**config.mk**
```make
export PLATFORM = sky130hd
export DESIGN_NAME = lut_access_arbiter
export DESIGN_NICKNAME = d
export VERILOG_FILES = /design/src/rtl/lut_access_arbiter.sv
export SDC_FILE = /design/constraint.sdc
export NUM_CORES = 1
export LEC_CHECK = 0
export ABC_AREA = 1
export BUFFER_PORTS_ARGS = -buffer_cell sky130_fd_sc_hd__buf_2
export CORE_ASPECT_RATIO = 0.6
export CORE_UTILIZATION = 40
export CTS_CLUSTER_DIAMETER = 150
export DETAILED_ROUTE_END_ITERATION = 16
export GPL_TIMING_DRIVEN = 0
export HOLD_SLACK_MARGIN = 0.03
export PLACE_DENSITY = 0.69
export SETUP_SLACK_MARGIN = 0.5
export SLEW_MARGIN = 30
export SYNTH_ARGS = -nofsm -noshare
export SYNTH_HDL_FRONTEND = slang
export SYNTH_SLANG_ARGS = --single-unit
```
**constraint.sdc**
```tcl
create_clock -name clk -period 10 [get_ports clk]
set_input_delay 1 -clock clk [delete_from_list [all_inputs] [get_ports clk]]
set_output_delay 1 -clock clk [all_outputs]
set_load 0.01 [all_outputs]
```
**src/rtl/lut_access_arbiter.sv**
```systemverilog
// lut_access_arbiter: shares one single-ported, synchronous-read lookup table RAM
// between the datapath lookup engine (priority, reads only) and the CPU
// register interface (reads and writes). One RAM access per cycle and a fixed
// three-cycle accept-to-response latency. A starvation counter forces a CPU
// slot after STARVE_LIMIT lost cycles.
//
// Ports:
//   clk, reset             clock, asynchronous active-high reset
//   dp_req_*               datapath read request (ready is combinational)
//   dp_rsp_*               datapath read response, one-cycle valid pulse
//   cpu_req_*              CPU read/write request, held until accepted
//   cpu_rsp_*              CPU response pulse; rdata is 0 for a write ack
//   mem_*                  registered RAM strobes/address/data, mem_rdata in
//   o_cpu_forced           one-cycle pulse per forced CPU grant
module lut_access_arbiter #(
   parameter int unsigned ADDR_WIDTH   = 5,
   parameter int unsigned DATA_WIDTH   = 80,
   parameter int unsigned STARVE_LIMIT = 8
) (
   input  logic                  clk,
   input  logic                  reset,
   input  logic                  dp_req_valid,
   input  logic [ADDR_WIDTH-1:0] dp_req_addr,
   output logic                  dp_req_ready,
   output logic                  dp_rsp_valid,
   output logic [DATA_WIDTH-1:0] dp_rsp_data,
   input  logic                  cpu_req_valid,
   input  logic                  cpu_req_wr,
   input  logic [ADDR_WIDTH-1:0] cpu_req_addr,
   input  logic [DATA_WIDTH-1:0] cpu_req_wdata,
   output logic                  cpu_req_ready,
   output logic                  cpu_rsp_valid,
   output logic [DATA_WIDTH-1:0] cpu_rsp_rdata,
   output logic                  mem_en,
   output logic                  mem_we,
   output logic [ADDR_WIDTH-1:0] mem_addr,
   output logic [DATA_WIDTH-1:0] mem_wdata,
   input  logic [DATA_WIDTH-1:0] mem_rdata,
   output logic                  o_cpu_forced
);

   localparam int unsigned STARVE_W = 8;

   typedef enum logic [1:0] {C_IDLE, C_WAIT, C_FORCE, C_PEND} cpu_state_e;

   // Owner tag travelling alongside each RAM access.
   typedef struct packed {
      logic vld;
      logic cpu;
      logic wr;
   } tag_t;

   cpu_state_e            state_q, state_d;
   logic [STARVE_W-1:0]   starve_q, starve_d;
   logic [STARVE_W-1:0]   starve_inc;
   tag_t                  tag1_q, tag1_d, tag2_q;
   logic                  forced_q, forced_d;
   logic                  mem_en_q, mem_we_q;
   logic [ADDR_WIDTH-1:0] mem_addr_q;
   logic [DATA_WIDTH-1:0] mem_wdata_q;
   logic                  dp_rsp_valid_q, cpu_rsp_valid_q;
   logic [DATA_WIDTH-1:0] dp_rsp_data_q, cpu_rsp_rdata_q;
   logic                  cpu_grant, dp_grant;

   // Combinational handshakes; the two grants can never coincide.
   always_comb begin
      cpu_req_ready = cpu_req_valid & (state_q != C_PEND) &
                      (~dp_req_valid | (state_q == C_FORCE));
      dp_req_ready  = ~(cpu_req_valid & (state_q == C_FORCE));
      cpu_grant     = cpu_req_valid & cpu_req_ready;
      dp_grant      = dp_req_valid & dp_req_ready;
   end

   assign starve_inc = starve_q + STARVE_W'(1);

   // CPU FSM next state, starvation counter and access tag.
   // A lost cycle in C_IDLE already counts, so the CPU is granted in cycle
   // STARVE_LIMIT+1 of continuous datapath traffic.
   always_comb begin
      state_d  = state_q;
      starve_d = starve_q;
      forced_d = 1'b0;
      tag1_d   = '0;

      unique case (state_q)
         C_IDLE, C_WAIT: begin
            if (cpu_grant) begin
               state_d  = C_PEND;
               starve_d = '0;
            end else if (cpu_req_valid) begin
               starve_d = starve_inc;
               state_d  = (starve_inc == STARVE_W'(STARVE_LIMIT)) ? C_FORCE : C_WAIT;
            end else begin
               state_d  = C_IDLE;
               starve_d = '0;
            end
         end
         C_FORCE: begin
            // A held request is always granted here; a dropped one returns to idle.
            state_d  = cpu_grant ? C_PEND : C_IDLE;
            starve_d = '0;
            forced_d = cpu_grant;
         end
         C_PEND: begin
            if (cpu_rsp_valid_q) state_d = C_IDLE;
         end
         default: state_d = C_IDLE;
      endcase

      if (cpu_grant)     tag1_d = '{vld: 1'b1, cpu: 1'b1, wr: cpu_req_wr};
      else if (dp_grant) tag1_d = '{vld: 1'b1, cpu: 1'b0, wr: 1'b0};
   end

   // State, RAM-side and response registers.
   always_ff @(posedge clk or posedge reset) begin
      if (reset) begin
         state_q         <= C_IDLE;
         starve_q        <= '0;
         tag1_q          <= '0;
         tag2_q          <= '0;
         forced_q        <= 1'b0;
         mem_en_q        <= 1'b0;
         mem_we_q        <= 1'b0;
         mem_addr_q      <= '0;
         mem_wdata_q     <= '0;
         dp_rsp_valid_q  <= 1'b0;
         dp_rsp_data_q   <= '0;
         cpu_rsp_valid_q <= 1'b0;
         cpu_rsp_rdata_q <= '0;
      end else begin
         state_q  <= state_d;
         starve_q <= starve_d;
         tag1_q   <= tag1_d;
         tag2_q   <= tag1_q;
         forced_q <= forced_d;
         mem_en_q <= cpu_grant | dp_grant;
         mem_we_q <= cpu_grant & cpu_req_wr;
         if (cpu_grant) begin
            mem_addr_q  <= cpu_req_addr;
            mem_wdata_q <= cpu_req_wdata;
         end else if (dp_grant) begin
            mem_addr_q  <= dp_req_addr;
         end
         // tag2 lines up with mem_rdata and steers it to its owner.
         dp_rsp_valid_q  <= tag2_q.vld & ~tag2_q.cpu;
         cpu_rsp_valid_q <= tag2_q.vld & tag2_q.cpu;
         if (tag2_q.vld & ~tag2_q.cpu) dp_rsp_data_q <= mem_rdata;
         if (tag2_q.vld & tag2_q.cpu)  cpu_rsp_rdata_q <= tag2_q.wr ? '0 : mem_rdata;
      end
   end

   assign dp_rsp_valid  = dp_rsp_valid_q;
   assign dp_rsp_data   = dp_rsp_data_q;
   assign cpu_rsp_valid = cpu_rsp_valid_q;
   assign cpu_rsp_rdata = cpu_rsp_rdata_q;
   assign mem_en        = mem_en_q;
   assign mem_we        = mem_we_q;
   assign mem_addr      = mem_addr_q;
   assign mem_wdata     = mem_wdata_q;
   assign o_cpu_forced  = forced_q;

endmodule

```
==> run_results.csv, run 1 <==
group,metric,value,unit
run_status,outcome,"complete, no violations",
power_and_ir_drop,ir_worst_vdd,0.000170,V
setup_path,worst_path_largest_cell_delay,0.31,ns
worst_hold_path,holdPathStages,0,
timing,final_critical_path_setup_slack,7.29,ns
placement,portbufs,425,
power_and_ir_drop,static-leakage-power,0.00786,uW
clocking,post_cts.resized_instances,0,
yosys,postSynthNetCount,1328,
timing,worst-slew-pin-transition,0.642,ns
setup_path,reg2reg_to,"cpu_rsp_rdata[1]",
clocking,clockRootBuffer,"clkbuf_16",
layout,final.fill_count,2306,
setup_path,path_class,"in -> out",
die,floorplan.die.height,126,microns
clocking,htreeDepth,1,
clocking,postCtsHoldBufs,0,
routing,detailedRoute.firstIterationViolations,682,
die,core-area,0.0246,sq mm
job,cap_violations,0,
routing,route.final.wire_length,32100,microns
timing,max-slew-margin-rel,56.9,%
layout,most-common-layout-cells,"nand2_1, buf_2, dfrtp_1",
timing,setup-violations-final,0,
yosys,synth_sequential_area_ratio,65.0,%
die,chipWidth,208,microns
yosys,post_synth.cell_area_avg,8.84,sq um
setup_path,worstSetupEndpointType,"output pin",
layout,seq_area,0.00661,sq mm
power_and_ir_drop,power.total,4370,uW
power_and_ir_drop,pwr_density_cell,321,mW/mm^2
placement,placedCellCount,1900,
yosys,netlist_instances,1151,
setup_path,cp.arrival,1.71,ns
layout,area_occupied_by_multi_input_gates,0.00320,sq mm
layout,most_common_cell_after_layout_fill_and_taps_aside,"nand2_1",
grt,globalRouteTotalUtil,24.4,%
timing,setup_repair_after_global_routing_missed_its_margin,"false",
clocking,worstSkewPairLatency,0.54,ns
setup_path,crit_chain,"buf_2, inv_1, nor3_1, inv_1, buf_2",
worst_hold_path,hp-start,"mem_en",
timing,timing.final.crit_period,2.71,ns
placement,place.detailed.hpwl,23800,microns
clocking,count_of_buffers_added_by_post_cts_timing_repair_for_setup,0,
setup_path,cp_slowest_cell,"nor3_1",
clocking,clkTransAtPathRegs,0.07,ns
routing,detail_route.first_pass.iterations,5,
clocking,number_of_buffers_on_the_longest_clock_path,3,
clocking,tritoncts.num_buffers,25,
placement,placement.cell_area,0.0128,sq mm
worst_hold_path,hp-class,"reg -> reg",
grt,antenna_violations_before_repair,8,
routing,vias_per_cell,4.77,
layout,instances_no_fill,1948,
layout,fin_util,55.4,%
layout,post-route-cell-area,0.0136,sq mm
grt,grt_first_pass_wirelength,49800,microns
die,row_count,44,
timing,pins_over_slew_limit,0,
setup_path,regToRegSetupSlack,7.97,ns
worst_hold_path,min_delay_worst_endpoint,"tag2_q[2]",
layout,final_nets,1782,
timing,max_freq,0.369,GHz
setup_path,timing.critical_path.fanout_max,4,
setup_path,critical_path.reg2reg.startpoint,"tag2_q[2]",
yosys,yosys-top-cells-area,"dfrtp_1, nand2_1, o21ai_0, clkbuf_1, buf_2",
routing,drc,0,
placement,globalplace.congestion,0.864,
routing,postRouteAntennaNets,0,
placement,place_ws,7.28,ns
yosys,synth.top_cell.area_share,65.0,%
grt,grt_max_degree,92,
timing,worst_clock_skew,0.0187,ns
clocking,tritoncts,"yes",
timing,finalHoldViolCount,0,
setup_path,start_kind,"input pin",
setup_path,critical_path_required,9.00,ns
routing,drt-wirelength-per-cell,16.5,microns
die,i_o_pin_total,427,
setup_path,logic_depth_of_the_worst_register_to_register_path,4,
die,fp.dieArea,0.0261,sq mm
layout,final_layout_size_suffix_gt1_share,30.5,%
yosys,ys.warnings.count,0,
clocking,numClockSinks,264,
layout,flow.area_growth_from_synthesis,33.8,%
routing,via_count,9284,
yosys,synth_top_area_cell,"dfrtp_1",
die,effective_utilization_at_floorplan,41.4,%
setup_path,crit_path_start,"cpu_req_valid",
yosys,postSynthRegisterBits,264,
yosys,synth.cell_area,0.0102,sq mm
timing,timing.final.crit_share,27.1,%
yosys,netlist-cell-type-count,24,
grt,grt_pass1_vias,8757,
grt,overflow,0,
==> synthesized netlist by cell type <==
library cell  count
clkbuf_1         39
inv_1            24
xor2_1            1
o22ai_1           3
o21bai_1          1
buf_2            18
clkinv_1          1
nand3_1          16
a32o_1            1
buf_4             2
nand2_1         671
inv_2             3
nand2_2           2
o21ai_0          86
ha_1              2
buf_1             1
nor3_1            2
nand4_1           2
o31ai_1           2
dfrtp_1         264
a21oi_1           1
a21oi_4           1
nor2_1            7
nor2_2            1
==> per-layer routing <==
metal,up-vias,global-route usage [%],routed length (microns)
met2,358,38.5,14700
met3,60,7.94,2720
li1,4469,-,-
met5,-,0,46
met4,8,6.93,888
met1,4389,32.3,13700
==> flip-flops by register name, indices dropped and copies added, names as in the netlist, 2 cells and up <==
name,count
tag2_q,3
cpu_rsp_rdata,80
mem_wdata,80
dp_rsp_data,80
mem_addr,5
starve_q,8
state_q,2
==> final cells by class <==
class	instances	share of cell area, %
diodes	5	0.0919
plain buffers	60	1.88
clock buffers	34	5.21
clock inverters	9	0.938
inverters	28	0.827
multi-input cells	799	23.5
flip-flops and latches	264	48.5
well taps	322	2.96
repair buffers	427	16.0
==> cell families after synthesis <==
group	share of synthesized area (%)
flip-flops	65.0
buffers and inverters	3.54
XOR/XNOR	0.0861
adder cells (fa/ha/maj)	0.246
AO/OA/AOI/OAI	4.95
AND/OR/NAND/NOR	26.2
==> metrics by stage <==
stage	setup TNS [ns]	hold slack, ns
floorplan	0	0.331
global placement	-345.07	0.340
detailed placement	0	0.344
CTS	0	0.373
global route	0	0.388
finish	0	0.368
==> power breakdown <==
part | internal (uW) | switching (uW) | leakage [uW]
Combinational | 576 | 1010 | 0.00418
Sequential | 1540 | 255 | 0.00327
Clock | 573 | 418 | 0.000415
==> critical path: cells and delay by family <==
kind | cells | cell delay, ns
buffers and inverters | 4 | 0.41
AND/OR/NAND/NOR | 1 | 0.31
==> worst max-delay path by stage <==
stage | slack [ns] | end
after floorplan | 1.73 | cpu_rsp_rdata[0]
after global placement | -1.34 | dp_rsp_data[43]
after detailed placement | 7.28 | dp_req_ready
after CTS | 7.28 | dp_req_ready
after global routing | 7.20 | dp_req_ready
final | 7.29 | dp_req_ready
(Power assumes the default switching activity.)
==> run 2, diff against run 1 <==
PLACE_DENSITY = 0.71   (was 0.69)
clock period = 2.3 ns   (was 10 ns; I/O delays follow)
==> run_results.csv, run 2 (same netlist as run 1, synthesis figures left out) <==
group,metric,value,unit
run_status,outcome,"complete, no violations",
die,i_o_pin_total,427,
setup_path,start_kind,"flop",
die,core-area,0.0246,sq mm
timing,max_freq,0.593,GHz
clocking,numClockSinks,264,
routing,drc,0,
power_and_ir_drop,pwr_density_cell,1260,mW/mm^2
layout,final_nets,1965,
placement,globalplace.congestion,0.882,
grt,grt_max_degree,29,
power_and_ir_drop,ir_worst_vdd,0.000747,V
grt,overflow,0,
setup_path,cp.arrival,1.46,ns
routing,drt-wirelength-per-cell,17.7,microns
layout,most-common-layout-cells,"nand2_1, buf_2, dfrtp_1",
timing,timing.final.crit_share,73.4,%
layout,most_common_cell_after_layout_fill_and_taps_aside,"nand2_1",
worst_hold_path,holdPathStages,3,
timing,max-slew-margin-rel,60.1,%
setup_path,cp_slowest_cell,"dfrtp_2",
layout,flow.area_growth_from_synthesis,52.5,%
clocking,worstSkewPairLatency,0.53,ns
layout,final.fill_count,1917,
clocking,number_of_buffers_on_the_longest_clock_path,3,
grt,antenna_violations_before_repair,1,
worst_hold_path,hp-start,"dp_req_valid",
die,row_count,44,
routing,detail_route.first_pass.iterations,6,
die,fp.dieArea,0.0261,sq mm
job,cap_violations,0,
placement,place_ws,0.234,ns
worst_hold_path,hp-class,"in -> reg",
clocking,tritoncts,"yes",
setup_path,regToRegSetupSlack,0.64,ns
setup_path,timing.critical_path.fanout_max,5,
routing,vias_per_cell,4.99,
setup_path,worstSetupEndpointType,"output pin",
power_and_ir_drop,static-leakage-power,0.00866,uW
setup_path,path_class,"reg -> out",
placement,portbufs,425,
power_and_ir_drop,power.total,19500,uW
timing,worst_clock_skew,0.0107,ns
setup_path,crit_chain,"nand2_4, nand2_2, a21oi_1, buf_4",
timing,timing.final.crit_period,1.69,ns
die,floorplan.die.height,126,microns
setup_path,logic_depth_of_the_worst_register_to_register_path,8,
clocking,tritoncts.num_buffers,25,
clocking,clkTransAtPathRegs,0.07,ns
setup_path,critical_path_required,2.07,ns
timing,setup_repair_after_global_routing_missed_its_margin,"false",
timing,final_critical_path_setup_slack,0.612,ns
die,effective_utilization_at_floorplan,41.4,%
grt,grt_first_pass_wirelength,59000,microns
timing,finalHoldViolCount,0,
routing,route.final.wire_length,37600,microns
clocking,htreeDepth,1,
setup_path,cpLargestDelayFamily,"flip-flops",
grt,grt_pass1_vias,10744,
setup_path,worst_path_largest_cell_delay,0.45,ns
grt,globalRouteTotalUtil,28.9,%
setup_path,worstPathBufferInverterCount,1,
placement,place.detailed.hpwl,25000,microns
routing,postRouteAntennaNets,0,
die,chipWidth,208,microns
routing,detailedRoute.firstIterationViolations,941,
timing,pins_over_slew_limit,0,
setup_path,critical_path.reg2reg.startpoint,"state_q[1]",
routing,via_count,10622,
timing,worst-slew-pin-transition,0.598,ns
clocking,clockRootBuffer,"clkbuf_16",
worst_hold_path,min_delay_worst_endpoint,"mem_addr[0]",
timing,setup-violations-final,0,
layout,final_layout_size_suffix_gt1_share,28.3,%
setup_path,reg2reg_to,"mem_wdata[24]",
-- run 2: cell count changes in the layout (fill, tap and decap cells not counted), moves of 3 or more --
| cell | before | now |
|---|---|---|
| clkbuf_2 | 0 | 5 |
| buf_12 | 0 | 7 |
| buf_4 | 2 | 5 |
| diode_2 | 5 | 1 |
| dlygate4sd3_1 | 0 | 173 |
-- run 2: worst max-delay path by stage --
stage,from,end,cells past startpoint
6_report,state_q[1],cpu_req_ready,4
5_1_grt,tag2_q[2],dp_rsp_data[0],5
4_1_cts,state_q[1],cpu_req_ready,4
3_5_place_dp,tag2_q[1],cpu_rsp_rdata[3],4
3_3_place_gp,reset,dp_rsp_data[46],2
2_1_floorplan,reset,cpu_rsp_rdata[0],1
-- run 2: metrics by stage --
| step | cells | hold slack (ns) | TNS [ns] | utilization [%] | instance area [sq um] |
|---|---|---|---|---|---|
| after global placement | 1898 | 0.335 | -786.85 | 51.7 | 12700 |
| after detailed placement | 1908 | 0.318 | 0 | 52.6 | 12900 |
| after CTS | 2125 | 0.0531 | 0 | 63.0 | 15500 |
| final | 2128 | 0.0964 | 0 | 63.2 | 15500 |
| after floorplan | 1151 | 0.331 | -373.17 | - | 10200 |
| after global routing | 2128 | 0.112 | 0 | 63.2 | 15500 |
-- run 2: layer usage --
metal	vias up	track usage [%]	wire [microns]
li1	4828	-	-
met1	5069	35.2	14500
met2	573	48.6	18000
met3	152	6.23	2970
met4	0	15.2	2120
met5	-	0	0
-- run 2: worst reg2reg max path, delay by kind of cell, from the launching register on --
kind	cells	cell delay (ns)
buf+inv	3	0.52
flops	1	0.45
simple gates	4	0.37
compound gates	1	0.18
-- run 2: repair_timing --
item                                    in CTS  in global routing
endpoints found under the hold margin      267                  0
pin swaps                                    0                  1
endpoints found under the setup margin      93                 38
hold buffers                               173                  0
setup buffers                                0                  2
gates resized for setup                      4                 13
-- run 2: layout make-up --
class / count / area, sq um / area share [%]
sequential: 264 / 6610 / 42.6
timing repair buffer: 610 / 4100 / 26.4
multi-input combinational: 799 / 3220 / 20.8
clock buffer: 37 / 711 / 4.58
tap: 322 / 403 / 2.60
buffer: 60 / 265 / 1.71
inverter: 28 / 109 / 0.702
clock inverter: 7 / 91.3 / 0.589
antenna: 1 / 2.50 / 0.0161
-- run 2: power breakdown --
| group | switching (uW) | internal, uW |
|---|---|---|
| sequential | 1230 | 6700 |
| clock | 1790 | 2360 |
| combinational | 4680 | 2760 |
| total | 7700 | 11800 |
==> run 3, diff against run 2 <==
PLACE_DENSITY = 0.69   (was 0.71)
clock period = 1.69 ns   (was 2.3 ns; I/O delays follow)
==> run_results.csv, run 3 (same netlist as run 1, synthesis figures left out) <==
group,metric,value,unit
placement,globalplace.congestion,0.840,
setup_path,cpLargestDelayFamily,"simple AND/OR/NAND/NOR gates",
setup_path,worstPathBufferInverterCount,0,
timing,timing.final.crit_period,1.73,ns
setup_path,path_class,"reg -> reg",
die,fp.dieArea,0.0261,sq mm
setup_path,start_kind,"flop",
routing,postRouteAntennaNets,0,
timing,max-slew-margin-rel,32.6,%
clocking,tritoncts.num_buffers,25,
placement,place.detailed.hpwl,24700,microns
timing,fin_hold_ws,-0.333,ns
clocking,htreeDepth,1,
setup_path,critical_path.reg2reg.startpoint,"starve_q[0]",
layout,final.fill_count,912,
setup_path,worstSetupEndpointType,"flop",
run_status,outcome,"complete, but fails checks",
timing,worst_clock_skew,0.00850,ns
placement,place_ws,-0.151,ns
setup_path,critical_path_required,2.14,ns
setup_path,crit_path_start,"starve_q[0]",
clocking,worstSkewPairLatency,0.54,ns
run_status,failing_checks,"negative hold slack, negative setup slack",
timing,setup-violations-final,1,
routing,vias_per_cell,5.64,
die,i_o_pin_total,427,
layout,flow.area_growth_from_synthesis,113,%
routing,drc,0,
routing,detailedRoute.firstIterationViolations,1575,
clocking,number_of_buffers_on_the_longest_clock_path,3,
grt,grt_max_degree,30,
clocking,tritoncts,"yes",
layout,final_layout_size_suffix_gt1_share,59.0,%
grt,antenna_violations_before_repair,2,
timing,pins_over_slew_limit,0,
worst_hold_path,hp-class,"in -> async",
setup_path,cp_slowest_cell,"dfrtp_1",
setup_path,logic_depth_of_the_worst_register_to_register_path,9,
grt,grt_pass1_vias,11987,
setup_path,reg2reg_to,"state_q[1]",
die,row_count,44,
clocking,clkTransAtPathRegs,0.07,ns
timing,timing.final.crit_share,102,%
die,floorplan.die.height,126,microns
timing,worst-slew-pin-transition,1.01,ns
routing,drt-met1-wl,20300,microns
setup_path,regToRegSetupSlack,-0.04,ns
layout,most-common-layout-cells,"nand2_1, buf_2, dfrtp_1",
timing,final_critical_path_setup_slack,-0.0369,ns
grt,globalRouteTotalUtil,33.1,%
die,effective_utilization_at_floorplan,41.4,%
timing,setup_repair_after_global_routing_missed_its_margin,"true",
routing,wl_met3,6650,microns
setup_path,cpMostUsedCell,"nand2_1",
setup_path,cp.arrival,2.17,ns
die,chipWidth,208,microns
clocking,clockRootBuffer,"clkbuf_16",
routing,via_count,13586,
timing,finalHoldViolCount,35,
setup_path,critical_path_depth,9,
grt,overflow,0,
grt,grt_first_pass_wirelength,66800,microns
power_and_ir_drop,static-leakage-power,0.0116,uW
setup_path,timing.critical_path.fanout_max,4,
setup_path,crit_chain,"ha_4, nand3_2, o21bai_1, nand2_1, nor2_2, nand4_1, nand2_2, nand2_1, nand2_1",
timing,max_freq,0.579,GHz
setup_path,critical_path.endpoint,"state_q[1]",
routing,route.final.wire_length,60400,microns
routing,detail_route.first_pass.iterations,6,
routing,met2_wirelength,28000,microns
die,core-area,0.0246,sq mm
layout,most_common_cell_after_layout_fill_and_taps_aside,"nand2_1",
layout,area_occupied_by_multi_input_gates,0.00504,sq mm
layout,final_nets,2242,
routing,routed.top_layer,"met4",
layout,post-route-cell-area,0.0216,sq mm
layout,seq_area,0.00662,sq mm
power_and_ir_drop,ir_worst_vdd,0.00112,V
placement,portbufs,425,
job,cap_violations,0,
routing,drt-wirelength-per-cell,25.1,microns
placement,placement.cell_area,0.0131,sq mm
clocking,numClockSinks,264,
power_and_ir_drop,pwr_density_cell,1870,mW/mm^2
setup_path,worst_path_largest_cell_delay,0.45,ns
-- run 3: cell types whose count changed in the layout (fill, tap and decap cells not counted), moves of 37 or more --
cell | before | now
nand2_4 | 1 | 131
buf_4 | 5 | 207
buf_8 | 0 | 39
o21ai_0 | 86 | 12
o21ai_2 | 0 | 50
buf_6 | 0 | 141
nand2_1 | 671 | 350
clkbuf_1 | 41 | 4
buf_2 | 442 | 312
nand2_2 | 1 | 191
-- run 3: per-stage QoR --
stage | util, % | cells | TNS, ns | hold slack (ns) | power [uW]
floorplan | - | 1151 | -518.11 | 0.275 | 15400
global placement | 52.2 | 1898 | -947.90 | 0.335 | 20100
detailed placement | 53.3 | 1909 | -5.83 | 0.203 | 20400
CTS | 73.8 | 2233 | 0 | -0.363 | 31000
global route | 88.1 | 2407 | -0.173 | -0.320 | 41600
finish | 88.1 | 2407 | -0.0369 | -0.333 | 40500
-- run 3: final cells by class --
cell class                 count  area share [%]
inverter                      28           0.607
buffer                        60            4.44
antenna                        2          0.0231
timing repair buffer         886            35.3
clock buffer                  35            3.34
clock inverter                10           0.503
multi-input combinational    800            23.3
sequential                   264            30.6
tap                          322            1.86
-- run 3: how the worst min path moves through the flow --
stage                     from            to  slack [ns]  depth (start not counted)
global route             reset  mem_wdata[4]       -0.32                          2
detailed placement       reset  mem_wdata[4]        0.20                          2
floorplan           cpu_req_wr        mem_we        0.28                          2
global placement     tag1_q[1]     tag2_q[1]        0.33                          0
finish                   reset  mem_wdata[4]       -0.33                          2
CTS                      reset     tag2_q[0]       -0.36                          2
-- run 3: what timing repair did --
action / in CTS / in global routing
gates cloned: 25 / 15
pin swaps: 29 / 61
gates resized for setup: 440 / 590
endpoints found under the setup margin: 511 / 507
hold buffers: 173 / 2
hold endpoints to repair: 331 / 47
buffers inserted: 81 / 155
-- run 3: report_power, final --
group	total, uW	leakage, uW	switching, uW	internal (uW)
Combinational	22800	0.00794	11300	11500
Clock	6000	0.000408	2690	3300
Sequential	11700	0.00326	2580	9120
Total	40500	0.0116	16600	23900
-- run 3: metal layers --
layer / vias up / GRT usage, %
met5: - / 0
met1: 6442 / 39.8
met3: 461 / 9.29
li1: 5400 / -
met2: 1283 / 54.8
met4: 0 / 16.6
-- run 3: worst reg2reg max path: stages, from the launching register on --
cell and delay (ns):
dfrtp_1 0.45, ha_4 0.22, nand3_2 0.09, o21bai_1 0.15, nand2_1 0.11, nor2_2 0.15, nand4_1 0.14, nand2_2 0.12
nand2_1 0.07, nand2_1 0.15
